===== config.mk =====
export PLATFORM = sky130hd
export DESIGN_NAME = pwd_store
export DESIGN_NICKNAME = d
export VERILOG_FILES = /design/src/rtl/pwd_pkg.sv /design/src/rtl/pwd_match_scan.sv /design/src/rtl/pwd_store.sv
export SDC_FILE = /design/constraint.sdc
export NUM_CORES = 1
export LEC_CHECK = 0
export ABC_CLOCK_PERIOD_IN_PS = 3300
export CAP_MARGIN = 10
export CORE_ASPECT_RATIO = 1.1
export CORE_MARGIN = 4
export CORE_UTILIZATION = 45
export DETAILED_ROUTE_END_ITERATION = 8
export PLACE_DENSITY = 0.67
export SYNTH_ARGS = -nofsm -noshare
export SYNTH_HDL_FRONTEND = slang
export SYNTH_SLANG_ARGS = --single-unit

===== constraint.sdc =====
create_clock -name clk -period 3.3 [get_ports clk]
set_clock_uncertainty 0.15 [all_clocks]
set_input_delay 0.66 -clock clk [delete_from_list [all_inputs] [get_ports clk]]
set_output_delay 0.66 -clock clk [all_outputs]
set_load 0.01 [all_outputs]

===== src/rtl/pwd_pkg.sv =====
// Shared types and defaults for the password store and its match engine.
package pwd_pkg;

    localparam int unsigned DEF_DATA_W = 16;
    localparam int unsigned DEF_DEPTH  = 4;

    typedef enum logic [1:0] {
        ST_IDLE = 2'd0,
        ST_SCAN = 2'd1,
        ST_DONE = 2'd2
    } match_state_e;

    // Width of one stored {valid, code} entry.
    function automatic int unsigned entry_w(input int unsigned data_w);
        return data_w + 1;
    endfunction

endpackage


===== src/rtl/pwd_match_scan.sv =====
// Sequential match engine: walks slots 0..DEPTH-1 and reports the lowest valid slot equal to the code.
module pwd_match_scan
    import pwd_pkg::*;
#(
    parameter int unsigned DATA_W = DEF_DATA_W,
    parameter int unsigned DEPTH  = DEF_DEPTH,
    localparam int unsigned AW = $clog2(DEPTH),
    localparam int unsigned EW = entry_w(DATA_W)
) (
    input  logic              clk,
    input  logic              reset,
    input  logic              start,
    input  logic [DATA_W-1:0] code,
    input  logic [EW-1:0]     entry,
    output logic [AW-1:0]     idx,
    output logic              idle_c,
    output logic              busy,
    output logic              done,
    output logic              hit,
    output logic [AW-1:0]     addr
);

    localparam logic [AW-1:0] LAST_IDX = AW'(DEPTH - 1);

    match_state_e      state;
    logic [DATA_W-1:0] code_q;

    assign idle_c = (state == ST_IDLE);

    always_ff @(posedge clk) begin
        if (reset) begin
            state  <= ST_IDLE;
            idx    <= '0;
            code_q <= '0;
            busy   <= 1'b0;
            done   <= 1'b0;
            hit    <= 1'b0;
            addr   <= '0;
        end else begin
            done <= 1'b0;
            case (state)
                ST_IDLE: begin
                    if (start) begin
                        code_q <= code;
                        idx    <= '0;
                        busy   <= 1'b1;
                        state  <= ST_SCAN;
                    end
                end
                ST_SCAN: begin
                    if (entry[EW-1] && (entry[DATA_W-1:0] == code_q)) begin
                        hit   <= 1'b1;
                        addr  <= idx;
                        busy  <= 1'b0;
                        done  <= 1'b1;
                        state <= ST_DONE;
                    end else if (idx == LAST_IDX) begin
                        hit   <= 1'b0;
                        addr  <= '0;
                        busy  <= 1'b0;
                        done  <= 1'b1;
                        state <= ST_DONE;
                    end else begin
                        idx <= idx + AW'(1);
                    end
                end
                ST_DONE: begin
                    state <= ST_IDLE;
                end
                default: begin
                    state <= ST_IDLE;
                    busy  <= 1'b0;
                end
            endcase
        end
    end

endmodule


===== src/rtl/pwd_store.sv =====
// Parametrised password store with save/delete/read and a sequential match engine.
// Define PWD_STORE_MASTER_LOCK_EN to make slot 0 a write-once master code (cleared only by reset).
module pwd_store
    import pwd_pkg::*;
#(
    parameter int unsigned DATA_W = DEF_DATA_W,
    parameter int unsigned DEPTH  = DEF_DEPTH,
    localparam int unsigned AW = $clog2(DEPTH),
    localparam int unsigned EW = entry_w(DATA_W)
) (
    input  logic              clk,
    input  logic              reset,
    input  logic [DATA_W-1:0] data_in,
    input  logic              save,
    input  logic [AW-1:0]     save_addr,
    input  logic              delete,
    input  logic [AW-1:0]     del_addr,
    input  logic [AW-1:0]     read_addr,
    output logic [EW-1:0]     data_out,
    input  logic              match_start,
    input  logic [DATA_W-1:0] match_code,
    output logic              match_busy,
    output logic              match_done,
    output logic              match_hit,
    output logic [AW-1:0]     match_addr,
    output logic [AW:0]       count,
    output logic              full,
    output logic              op_err
);

    localparam logic [AW:0] CNT_FULL = (AW+1)'(DEPTH);

    logic [DEPTH-1:0]  valid_q, valid_d;
    logic [DATA_W-1:0] data_q [DEPTH];
    logic [DATA_W-1:0] data_d [DEPTH];
    logic [AW:0]       cnt_d;
    logic              err_d;
    logic              save_ok, del_ok;
    logic [EW-1:0]     rd_entry;
    logic [AW-1:0]     scan_idx;
    logic [EW-1:0]     scan_entry_c;
    logic              scan_idle_c;
    logic              start_acc;

    assign start_acc    = match_start && scan_idle_c;
    assign scan_entry_c = {valid_q[scan_idx], data_q[scan_idx]};

    // Next store state and rejection flags; the store is frozen while a scan runs.
    always_comb begin
        valid_d = valid_q;
        data_d  = data_q;
        err_d   = 1'b0;
        save_ok = 1'b0;
        del_ok  = 1'b0;
        if (match_busy) begin
            err_d = save || delete || match_start;
        end else begin
            if (match_start && !scan_idle_c) err_d = 1'b1;
            if (save && !(32'(save_addr) < DEPTH)) err_d = 1'b1;
            if (delete && !(32'(del_addr) < DEPTH)) err_d = 1'b1;
            save_ok = save && (32'(save_addr) < DEPTH);
            del_ok  = delete && (32'(del_addr) < DEPTH);
            if (save_ok && del_ok && (save_addr == del_addr)) begin
                err_d   = 1'b1;
                save_ok = 1'b0;
            end
`ifdef PWD_STORE_MASTER_LOCK_EN
            if (save_ok && (save_addr == '0) && valid_q[0]) begin
                err_d   = 1'b1;
                save_ok = 1'b0;
            end
            if (del_ok && (del_addr == '0) && valid_q[0]) begin
                err_d  = 1'b1;
                del_ok = 1'b0;
            end
`endif
            if (save_ok) begin
                valid_d[save_addr] = 1'b1;
                data_d[save_addr]  = data_in;
            end
            if (del_ok) begin
                valid_d[del_addr] = 1'b0;
                data_d[del_addr]  = '0;
            end
        end
    end

    // Population count of the post-edge valid vector keeps count exact for any save/delete mix.
    always_comb begin
        cnt_d = '0;
        for (int i = 0; i < int'(DEPTH); i++) begin
            cnt_d = cnt_d + (AW+1)'(valid_d[i]);
        end
    end

    // Read port shows post-edge contents so a same-cycle save is visible next cycle.
    always_comb begin
        rd_entry = '0;
        if (32'(read_addr) < DEPTH) begin
            rd_entry = {valid_d[read_addr], data_d[read_addr]};
        end
    end

    always_ff @(posedge clk) begin
        if (reset) begin
            valid_q  <= '0;
            for (int i = 0; i < int'(DEPTH); i++) begin
                data_q[i] <= '0;
            end
            data_out <= '0;
            count    <= '0;
            full     <= 1'b0;
            op_err   <= 1'b0;
        end else begin
            valid_q  <= valid_d;
            for (int i = 0; i < int'(DEPTH); i++) begin
                data_q[i] <= data_d[i];
            end
            data_out <= rd_entry;
            count    <= cnt_d;
            full     <= (cnt_d == CNT_FULL);
            op_err   <= err_d;
        end
    end

    pwd_match_scan #(
        .DATA_W (DATA_W),
        .DEPTH  (DEPTH)
    ) u_scan (
        .clk    (clk),
        .reset  (reset),
        .start  (start_acc),
        .code   (match_code),
        .entry  (scan_entry_c),
        .idx    (scan_idx),
        .idle_c (scan_idle_c),
        .busy   (match_busy),
        .done   (match_done),
        .hit    (match_hit),
        .addr   (match_addr)
    );

endmodule


## Word level (Yosys, flattened, before mapping)

Cells that the tools add are included.

- Flip-flop bits (word level): 115

- Add/subtract/negate cells: 4
- Magnitude comparators: 12
- Eq/ne operators: 10
- Multiplexer cells: 49
- Bitwise gates (word level): 11
- Reductions and logical operators: 21

Operators with widths:

| cell | number |
|---|---|
| 64-bit 2-to-1 mux | 4 |
| 16-bit 2-to-1 mux | 6 |
| 64-bit bitwise AND | 1 |
| 16-bit binary-select mux with 2-bit select | 2 |
| 64-bit bitwise mux | 1 |
| 16-bit demux with 2-bit select | 2 |
| 64-bit NOT | 1 |
| 16-bit equality test | 1 |
| 2-bit 2-to-1 mux | 8 |
| 4-bit 2-to-1 mux | 4 |
| 1-bit 2-to-1 mux | 15 |
| 3-bit >= comparator, second input constant | 4 |
| 2-bit by 3-bit < comparator with 1-bit output, second input constant | 4 |
| 2-bit NOT with 3-bit output | 4 |
| 1-bit logical AND | 9 |
| 2-bit one-hot mux with 2 select lines | 2 |
| 3-bit by 1-bit < comparator with 1-bit output, second input constant | 2 |
| 2-bit AND reduction | 3 |
| 4-bit bitwise AND | 1 |
| 1-bit binary-select mux with 2-bit select | 2 |
| 1-bit demux with 2-bit select | 2 |
| 2-bit equality test, second input constant | 2 |
| 2-bit by 1-bit >= comparator with 1-bit output, second input constant | 2 |
| 2-bit inequality test, second input constant | 2 |
| 20 further kinds | 23 |

## Logic depth before layout (Yosys ltp)

Gate-level depths: netlist of run 1.

- Depth in word-level cells: 14
- Depth in mapped cells: 11
- Mapped depth without buffers: 10

## By module

From an unflattened synthesis of run 1, not the netlist that was laid out.

- Cells, all modules: 578
- Area, all modules: 5784.3 um^2

Modules (own cells, without submodules):

| module | instances | cells each | area each (um^2) |
|---|---|---|---|
| pwd_store | 1 | 445 | 4679.5 |
| pwd_match_scan | 1 | 133 | 1104.8 |

## Least setup slack after synthesis of run 1

Ideal clock, no wire load.

- Path type: input to register
- Start point: input port del_addr[0]
- End point: register full
- Setup time: 0.115 ns
- Data arrival time: 2.854 ns
- Required time: 3.035 ns
- Setup slack: 0.180 ns
- Stages on the path: 11
- Cell sequence: buf_2 xnor2_1 a31o_2 nor3_4 o22ai_1 fa_1 inv_1 ha_1 ha_1 nor2b_1 nor3b_1

- Longest elaborated chain between the ends: 13
- Elaborated cells on any way between the ends: 19
- Those cells by class: add/sub (3); order compare (2); eq/ne (2); mux (8); bitwise (2); reduce/logical (2)

RTL lines:

| element | RTL line | RTL |
|---|---|---|
| start, declared | pwd_store.sv:17 | `input logic [AW-1:0] del_addr,` |
| parallel branches: the longest is 7 deep, another holds 2-bit by 3-bit < comparator with 1-bit output | - |  |
| 4-bit 2-to-1 mux * | pwd_store.sv:81 | `if (del_ok) begin` |
| 4-bit 2-to-1 mux * | pwd_store.sv:55 | `if (match_busy) begin` |
| 1-bit by 1-bit adder with 2-bit output | pwd_store.sv:92 | `cnt_d = cnt_d + (AW+1)'(valid_d[i]);` |
| 2-bit by 1-bit adder with 3-bit output | pwd_store.sv:92 |  |
| 3-bit by 1-bit adder with 3-bit output * | pwd_store.sv:92 |  |
| named net cnt_d[2] | pwd_store.sv:36 | `logic [AW:0] cnt_d;` |
| 3-bit equality test * | pwd_store.sv:121 | `full <= (cnt_d == CNT_FULL);` |
| end signal, assigned | pwd_store.sv:121 |  |
| end, declared | pwd_store.sv:27 | `output logic full,` |

Mark *: on every way through the listed nets, which the timed path passes. The select of a mux whose other input is x is not followed.
A chain may end at the register's enable or synchronous reset.

## Worst setup path in the final report of run 1

- Start point: input port save_addr[0]
- End point: register full

- Longest elaborated chain between the ends: 14
- Elaborated cells on any way between the ends: 19
- Those cells by class: add/sub (3); order compare (2); eq/ne (2); mux (8); bitwise (2); reduce/logical (2)

RTL lines:

| element | RTL line | RTL |
|---|---|---|
| start, declared | pwd_store.sv:15 | `input logic [AW-1:0] save_addr,` |
| 2-bit by 3-bit < comparator with 1-bit output (not written as such) or 2-bit by 1-bit >= comparator with 1-bit output (tied branches) | pwd_store.sv:78 | `valid_d[save_addr] = 1'b1;` |
| 1-bit logical AND (not written as such) | pwd_store.sv:78 |  |
| 1-bit 2-to-1 mux (not written as such) | pwd_store.sv:78 |  |
| 1-bit demux with 2-bit select | pwd_store.sv:78 |  |
| 4-bit OR (no line) | - |  |
| 4-bit 2-to-1 mux * | pwd_store.sv:77 | `if (save_ok) begin` |
| 4-bit 2-to-1 mux * | pwd_store.sv:55 |  |
| 4-bit bitwise AND (no line) | - |  |
| 4-bit 2-to-1 mux * | pwd_store.sv:81 |  |
| 4-bit 2-to-1 mux * | pwd_store.sv:55 |  |
| 1-bit by 1-bit adder with 2-bit output | pwd_store.sv:92 |  |
| 2-bit by 1-bit adder with 3-bit output | pwd_store.sv:92 |  |
| 3-bit by 1-bit adder with 3-bit output * | pwd_store.sv:92 |  |
| named net cnt_d[2] | pwd_store.sv:36 |  |
| 3-bit equality test * | pwd_store.sv:121 |  |

Mark *: on every way through the listed nets, which the timed path passes. The rest lies on a longest branch. The select of a mux whose other input is x is not followed.

==> flow_metrics.py, run 1 <==
metrics = {
    "synthesis": {
        "ys_ff_latch": 115,
        "synth.distinct_cells": 59,
        "synthArstFlopShare": 0,
        "yosysSeqAreaShare": 0.446,
        "synth_edf_count": 0,
        "yosysTopAreaCell": "dfxtp_1",
        "ys_warn_count": 0,
        "synth_most_common_cell": "dfxtp_1",
        "synth_fp_nets": 578,
        "syn_inst": 531,
        "synth_area_leaders": "dfxtp_1 (45%), a22oi_1 (9.3%), mux4_2 (9.2%), nor2_1 (6.5%), nand2_1 (3.3%)",
        "netlist_top_cells_count": "dfxtp_1 (115), nor2_1 (89), a22oi_1 (64)",
        "synth_top_area_frac": 0.446,
        "synth-main-ff-cell": "dfxtp_1",
        "synth_area_sq_mm": 0.00516,
        "syn_area_per_cell_sq_um": 9.72,
    },
    "place": {
        "place.detailed.instances": 732,
        "gp_congestion": 0.824,
        "io_buffers": 69,
        "dpl.hpwl_um": 9220,
        "place_area_sq_mm": 0.00608,
        "dpl_worst_slack_ns": -0.146,
    },
    "worst_setup_path": {
        "cp-start-kind": "input pin",
        "rr_worst_depth": 8,
        "path_class": "input pin to register",
        "cp-end-kind": "register",
        "crit_fanout": 4,
        "critical_path_arrival_ns": 3.18,
        "worstPathRequired_ns": 3.45,
    },
    "drt": {
        "wl_um": 13900,
        "ant_nets": 0,
        "wl_per_cell_um": 18.2,
        "vias_per_cell": 5.79,
        "vias": 4420,
        "first_iter_violations": 442,
        "firstDrtPassIters": 5,
        "drc": 0,
    },
    "finish": {
        "final_area_sq_mm": 0.00667,
        "insertedDiodeCount": 0,
        "finalNetCount": 651,
        "area.growth.synth_to_final_pct": 29.3,
        "instances_no_fill": 764,
        "drive_gt1_frac": 0.139,
    },
    "timing": {
        "fin_crit_sh": 0.915,
        "slew_violations": 0,
        "finalHoldViolations": 0,
        "setup_violations": 0,
        "worst_hold_slack_ns": 0.304,
        "grt_setup_unrepaired": "false",
        "worstMarginPinSlew_ns": 0.708,
        "setup_ws_ns": 0.279,
        "fmax_mhz": 331,
        "fin_crit_ns": 3.02,
        "slew_headroom": 0.528,
    },
    "hold_path": {
        "hp-class": "register to register",
        "worstHoldPathCells": 2,
    },
    "clock_network": {
        "post_cts_resized": 0,
        "clockBufferDepth": 2,
        "root_buffer": "clkbuf_16",
        "cts_buffers": 17,
        "cts_setup_buffers": 0,
        "hold_buffers": 0,
        "tritoncts": "yes",
        "h-tree-depth": 4,
        "insertion_delay_ns": 0.41,
        "cts_sinks": 115,
        "path_clk_slew_ns": 0.05,
    },
    "outcome": {
        "status": "finished, final reports clean",
    },
    "global_routing": {
        "grt_usage": 0.218,
        "grt_max_degree": 69,
        "antenna_found_initial": 0,
        "overflow": 0,
        "grt_pass1_wl_um": 21900,
        "grt_pass1_vias": 4235,
    },
    "floorplanning": {
        "dieArea_sq_mm": 0.0133,
        "die_h_um": 120,
        "die_width_um": 110,
        "io_pins": 70,
        "initial_core_util": 0.467,
        "core_region_area_sq_mm": 0.0111,
        "rows": 40,
    },
    "pwr": {
        "p_leak_nw": 2.42,
        "powerDensity_mw_per_mm2": 567,
        "ir_worst_vdd_v": 0.000338,
        "power_mw": 3.78,
    },
    "job": {
        "cap_violations": 0,
    },
}
## state kept, by name, summed over array words and instances (netlist names)
register       flops
op_err             1
data_q            64
u_scan.code_q     16
u_scan.done        1
full               1
u_scan.hit         1
u_scan.state       2
u_scan.busy        1
data_out          17
count              3
u_scan.idx         2
u_scan.addr        2
valid_q            4
## metal layers
| metal | up-vias | wire length, um | track usage | share of wire |
|---|---|---|---|---|
| met5 | - | 0 | 0 | 0 |
| met4 | 0 | 171 | 0.0754 | 0.012 |
| met3 | 19 | 1110 | 0.0614 | 0.080 |
| met2 | 188 | 6680 | 0.343 | 0.48 |
| met1 | 2136 | 5950 | 0.287 | 0.43 |
| li1 | 2077 | - | - | - |
## path summary, 6_finish.rpt
kind / to / startpoint / slack, ns
setup / recovery: full / save_addr[0] / 0.28
setup reg to reg: u_scan.idx[0] / u_scan.idx[1] / 0.48
hold / removal: u_scan.hit / u_scan.hit / 0.30
hold reg to reg: u_scan.hit / u_scan.hit / 0.30
## cell usage in the layout, fill, tap and decap left out, types with 3 or more instances in the layout
cell type,instances
o22ai_1,5
bufinv_16,3
nand2b_1,7
o21ai_0,9
nand3_1,8
clkdlybuf4s50_1,68
mux2i_1,17
xor2_1,3
mux4_2,21
a21oi_1,22
inv_1,7
nor2b_1,6
ha_1,3
nand3b_1,5
a31oi_1,4
clkbuf_16,17
a22oi_1,64
nor2_1,89
nand2_1,46
clkbuf_1,3
mux4_1,3
buf_12,3
buf_4,23
xnor2_1,10
clkinv_2,5
and2_1,3
dfxtp_1,115
nor3b_1,4
## worst max-delay path, cell delays in order
cell	delay, ns
clkdlybuf4s50_1	0.44
xnor2_1	0.16
a31o_2	0.31
nor3_4	0.20
o22ai_1	0.16
fa_1	0.55
inv_1	0.04
ha_1	0.17
ha_1	0.18
nor2b_1	0.13
nor3b_1	0.17
## report_power, final
group	total (mW)	internal, mW	switching, mW
registers	1.48	1.44	0.0394
logic	0.454	0.219	0.236
clock network	1.84	1.22	0.625
total	3.78	2.88	0.900
## layout make-up
type | instances | area, sq um
clock buffers | 22 | 464
clock inverters | 10 | 131
fillers | 944 | 4390
inverters | 7 | 26.3
multi-input cells | 369 | 2650
flip-flops and latches | 115 | 2300
well taps | 147 | 184
repair buffers | 94 | 913
## stage by stage
step | setup TNS [ns] | utilization
2_1_floorplan | 0 | -
3_3_place_gp | -0.142 | 0.550
3_5_place_dp | -0.288 | 0.550
4_1_cts | 0 | 0.603
5_1_grt | 0 | 0.603
6_report | 0 | 0.603
## cell families after synthesis
| logic type | after synthesis | synth area share |
|---|---|---|
| and+or+nand+nor | 186 | 0.170 |
| buffers and inverters | 47 | 0.0402 |
| xor gates and xnor gates | 13 | 0.0221 |
| muxes | 43 | 0.145 |
| DFF | 115 | 0.446 |
| adders and majority gates | 4 | 0.0111 |
| AOI/OAI and AO/OA | 123 | 0.166 |
No activity file was read; power rests on OpenSTA's default activity.
==> run 2, diff against run 1 <==
- CORE_UTILIZATION: 45 -> 55
- PLACE_DENSITY: 0.67 -> 0.8
==> run 2 against run 1 <==
Compared with the run above: clock power increased by 11%; largest cell class unchanged; largest power group unchanged; sequential share of layout area increased by 0.091 points; global-route usage increased by 5.0 points; design area decreased by 0.26%; cell count decreased by 4.3%.
==> flow_metrics.py, run 2 (synthesis gave the netlist of run 1 again) <==
metrics = {
    "outcome": {
        "status": "finished, final reports clean",
    },
    "pwr": {
        "powerDensity_mw_per_mm2": 598,
        "ir_worst_vdd_v": 0.000370,
        "power_mw": 3.98,
        "p_leak_nw": 2.43,
    },
    "timing": {
        "grt_setup_unrepaired": "false",
        "fin_crit_ns": 3.02,
        "worstMarginPinSlew_ns": 0.595,
        "finalHoldViolations": 0,
        "worst_hold_slack_ns": 0.303,
        "fmax_mhz": 331,
        "setup_violations": 0,
        "setup_ws_ns": 0.277,
        "slew_violations": 0,
        "slew_headroom": 0.603,
        "fin_crit_sh": 0.916,
    },
    "global_routing": {
        "grt_pass1_wl_um": 22800,
        "grt_usage": 0.268,
        "overflow": 0,
        "grt_max_degree": 59,
        "antenna_found_initial": 0,
        "grt_pass1_vias": 4570,
    },
    "finish": {
        "top_register": "data_q",
        "largest_reg_flops": 64,
        "multi_input_comb_area_sq_mm": 0.00265,
        "register_area_sq_mm": 0.00230,
        "final_common_cell": "dfxtp_1",
        "mostFrequentLayoutCells": "dfxtp_1 (115), nor2_1 (89), clkdlybuf4s50_1 (68)",
        "fin_util": 0.739,
        "reg_top3": "data_q (64), data_out (17), u_scan.code_q (16)",
        "finalNetCount": 651,
        "final_area_sq_mm": 0.00666,
        "area.growth.synth_to_final_pct": 28.9,
        "drive_gt1_frac": 0.144,
        "n_fill_cell": 604,
        "insertedDiodeCount": 0,
    },
    "hold_path": {
        "hold_end": "u_scan.hit",
        "worstHoldPathCells": 2,
        "min_from": "u_scan.hit",
        "hp-class": "register to register",
    },
    "clock_network": {
        "path_clk_slew_ns": 0.06,
        "cts_buffers": 17,
        "post_cts_resized": 0,
        "insertion_delay_ns": 0.52,
        "root_buffer": "clkbuf_8",
        "clockBufferDepth": 2,
        "cts_sinks": 115,
        "tritoncts": "yes",
        "hold_buffers": 0,
        "h-tree-depth": 4,
        "cts_setup_buffers": 0,
    },
    "place": {
        "dpl.hpwl_um": 9090,
        "io_buffers": 69,
        "gp_congestion": 0.878,
        "dpl_worst_slack_ns": -0.167,
        "place_area_sq_mm": 0.00600,
    },
    "floorplanning": {
        "dieArea_sq_mm": 0.0110,
        "die_h_um": 110,
        "initial_core_util": 0.573,
        "rows": 36,
        "die_width_um": 100,
        "io_pins": 70,
        "core_region_area_sq_mm": 0.00901,
    },
    "drt": {
        "firstDrtPassIters": 7,
        "drc": 0,
        "wl_um": 14400,
        "wl_per_cell_um": 19.7,
        "vias": 4549,
        "ant_nets": 0,
        "first_iter_violations": 546,
        "vias_per_cell": 6.22,
    },
    "worst_setup_path": {
        "critical_path_arrival_ns": 3.32,
        "path_class": "register to register",
        "r2r_end": "u_scan.idx[0]",
        "crit_fanout": 7,
        "cp-start-kind": "register",
        "ff2ff_setup_slack_ns": 0.28,
        "rr_worst_depth": 7,
        "cp-end-kind": "register",
        "worstPathRequired_ns": 3.59,
        "r2r-start": "u_scan.idx[0]",
    },
    "job": {
        "cap_violations": 0,
    },
}
run 2: cell types whose count changed in the layout (fill, tap and decap cells not counted):
cell,before,now
clkinv_2,5,2
buf_4,23,26
bufinv_16,3,5
inv_6,0,1
clkinv_4,1,2
clkbuf_16,17,16
clkbuf_1,3,0
buf_12,3,0
clkinvlp_4,1,2
clkbuf_8,2,4
run 2: through the flow:
stage          setup TNS (ns)  std cells
3_5_place_dp           -0.285        699
4_1_cts                     0        731
6_report                    0        731
3_3_place_gp           -0.125        699
5_1_grt                     0        731
2_1_floorplan               0        531
run 2: routing by layer:
layer | GRT usage | vias to the layer above | share of wire
met5 | 0 | - | 0
met4 | 0.114 | 0 | 0.025
met3 | 0.0546 | 41 | 0.099
met2 | 0.448 | 272 | 0.48
met1 | 0.339 | 2160 | 0.39
li1 | - | 2076 | -
run 2: final cells by class:
| type | instances | area share |
|---|---|---|
| multi-input combinational | 369 | 0.398 |
| sequential | 115 | 0.346 |
| timing repair buffer | 94 | 0.132 |
| clock buffer | 20 | 0.0684 |
| clock inverter | 12 | 0.0303 |
| tap | 114 | 0.0214 |
| inverter | 7 | 0.00395 |
run 2: power by group:
part,switching [mW],internal [mW]
Clock,0.672,1.36
Combinational,0.240,0.215
Sequential,0.0439,1.44
run 2: how the worst max path moves through the flow:
stage,from,endpoint,slack (ns),depth (start not counted)
floorplan,del_addr[0],full,0.18,11
global placement,save_addr[0],full,-0.07,11
detailed placement,del_addr[0],full,-0.17,10
CTS,u_scan.idx[0],u_scan.idx[0],0.29,7
global route,u_scan.idx[0],u_scan.idx[0],0.14,7
finish,u_scan.idx[0],u_scan.idx[0],0.28,7
run 2: worst max-delay path: stages, from the launching register on:
cell      delay [ns]
dfxtp_1         0.64
mux4_1          0.70
xnor2_1         0.26
nand4_1         0.18
nor4_4          0.38
a41oi_2         0.23
nand3b_1        0.22
a31oi_1         0.19
==> run 3, diff against run 2 <==
- HOLD_SLACK_MARGIN: not set -> 0.03
- TNS_END_PERCENT: not set -> 100
==> results of run 3 <==
Final layout, timing and power as in run 2 (identical DEF).
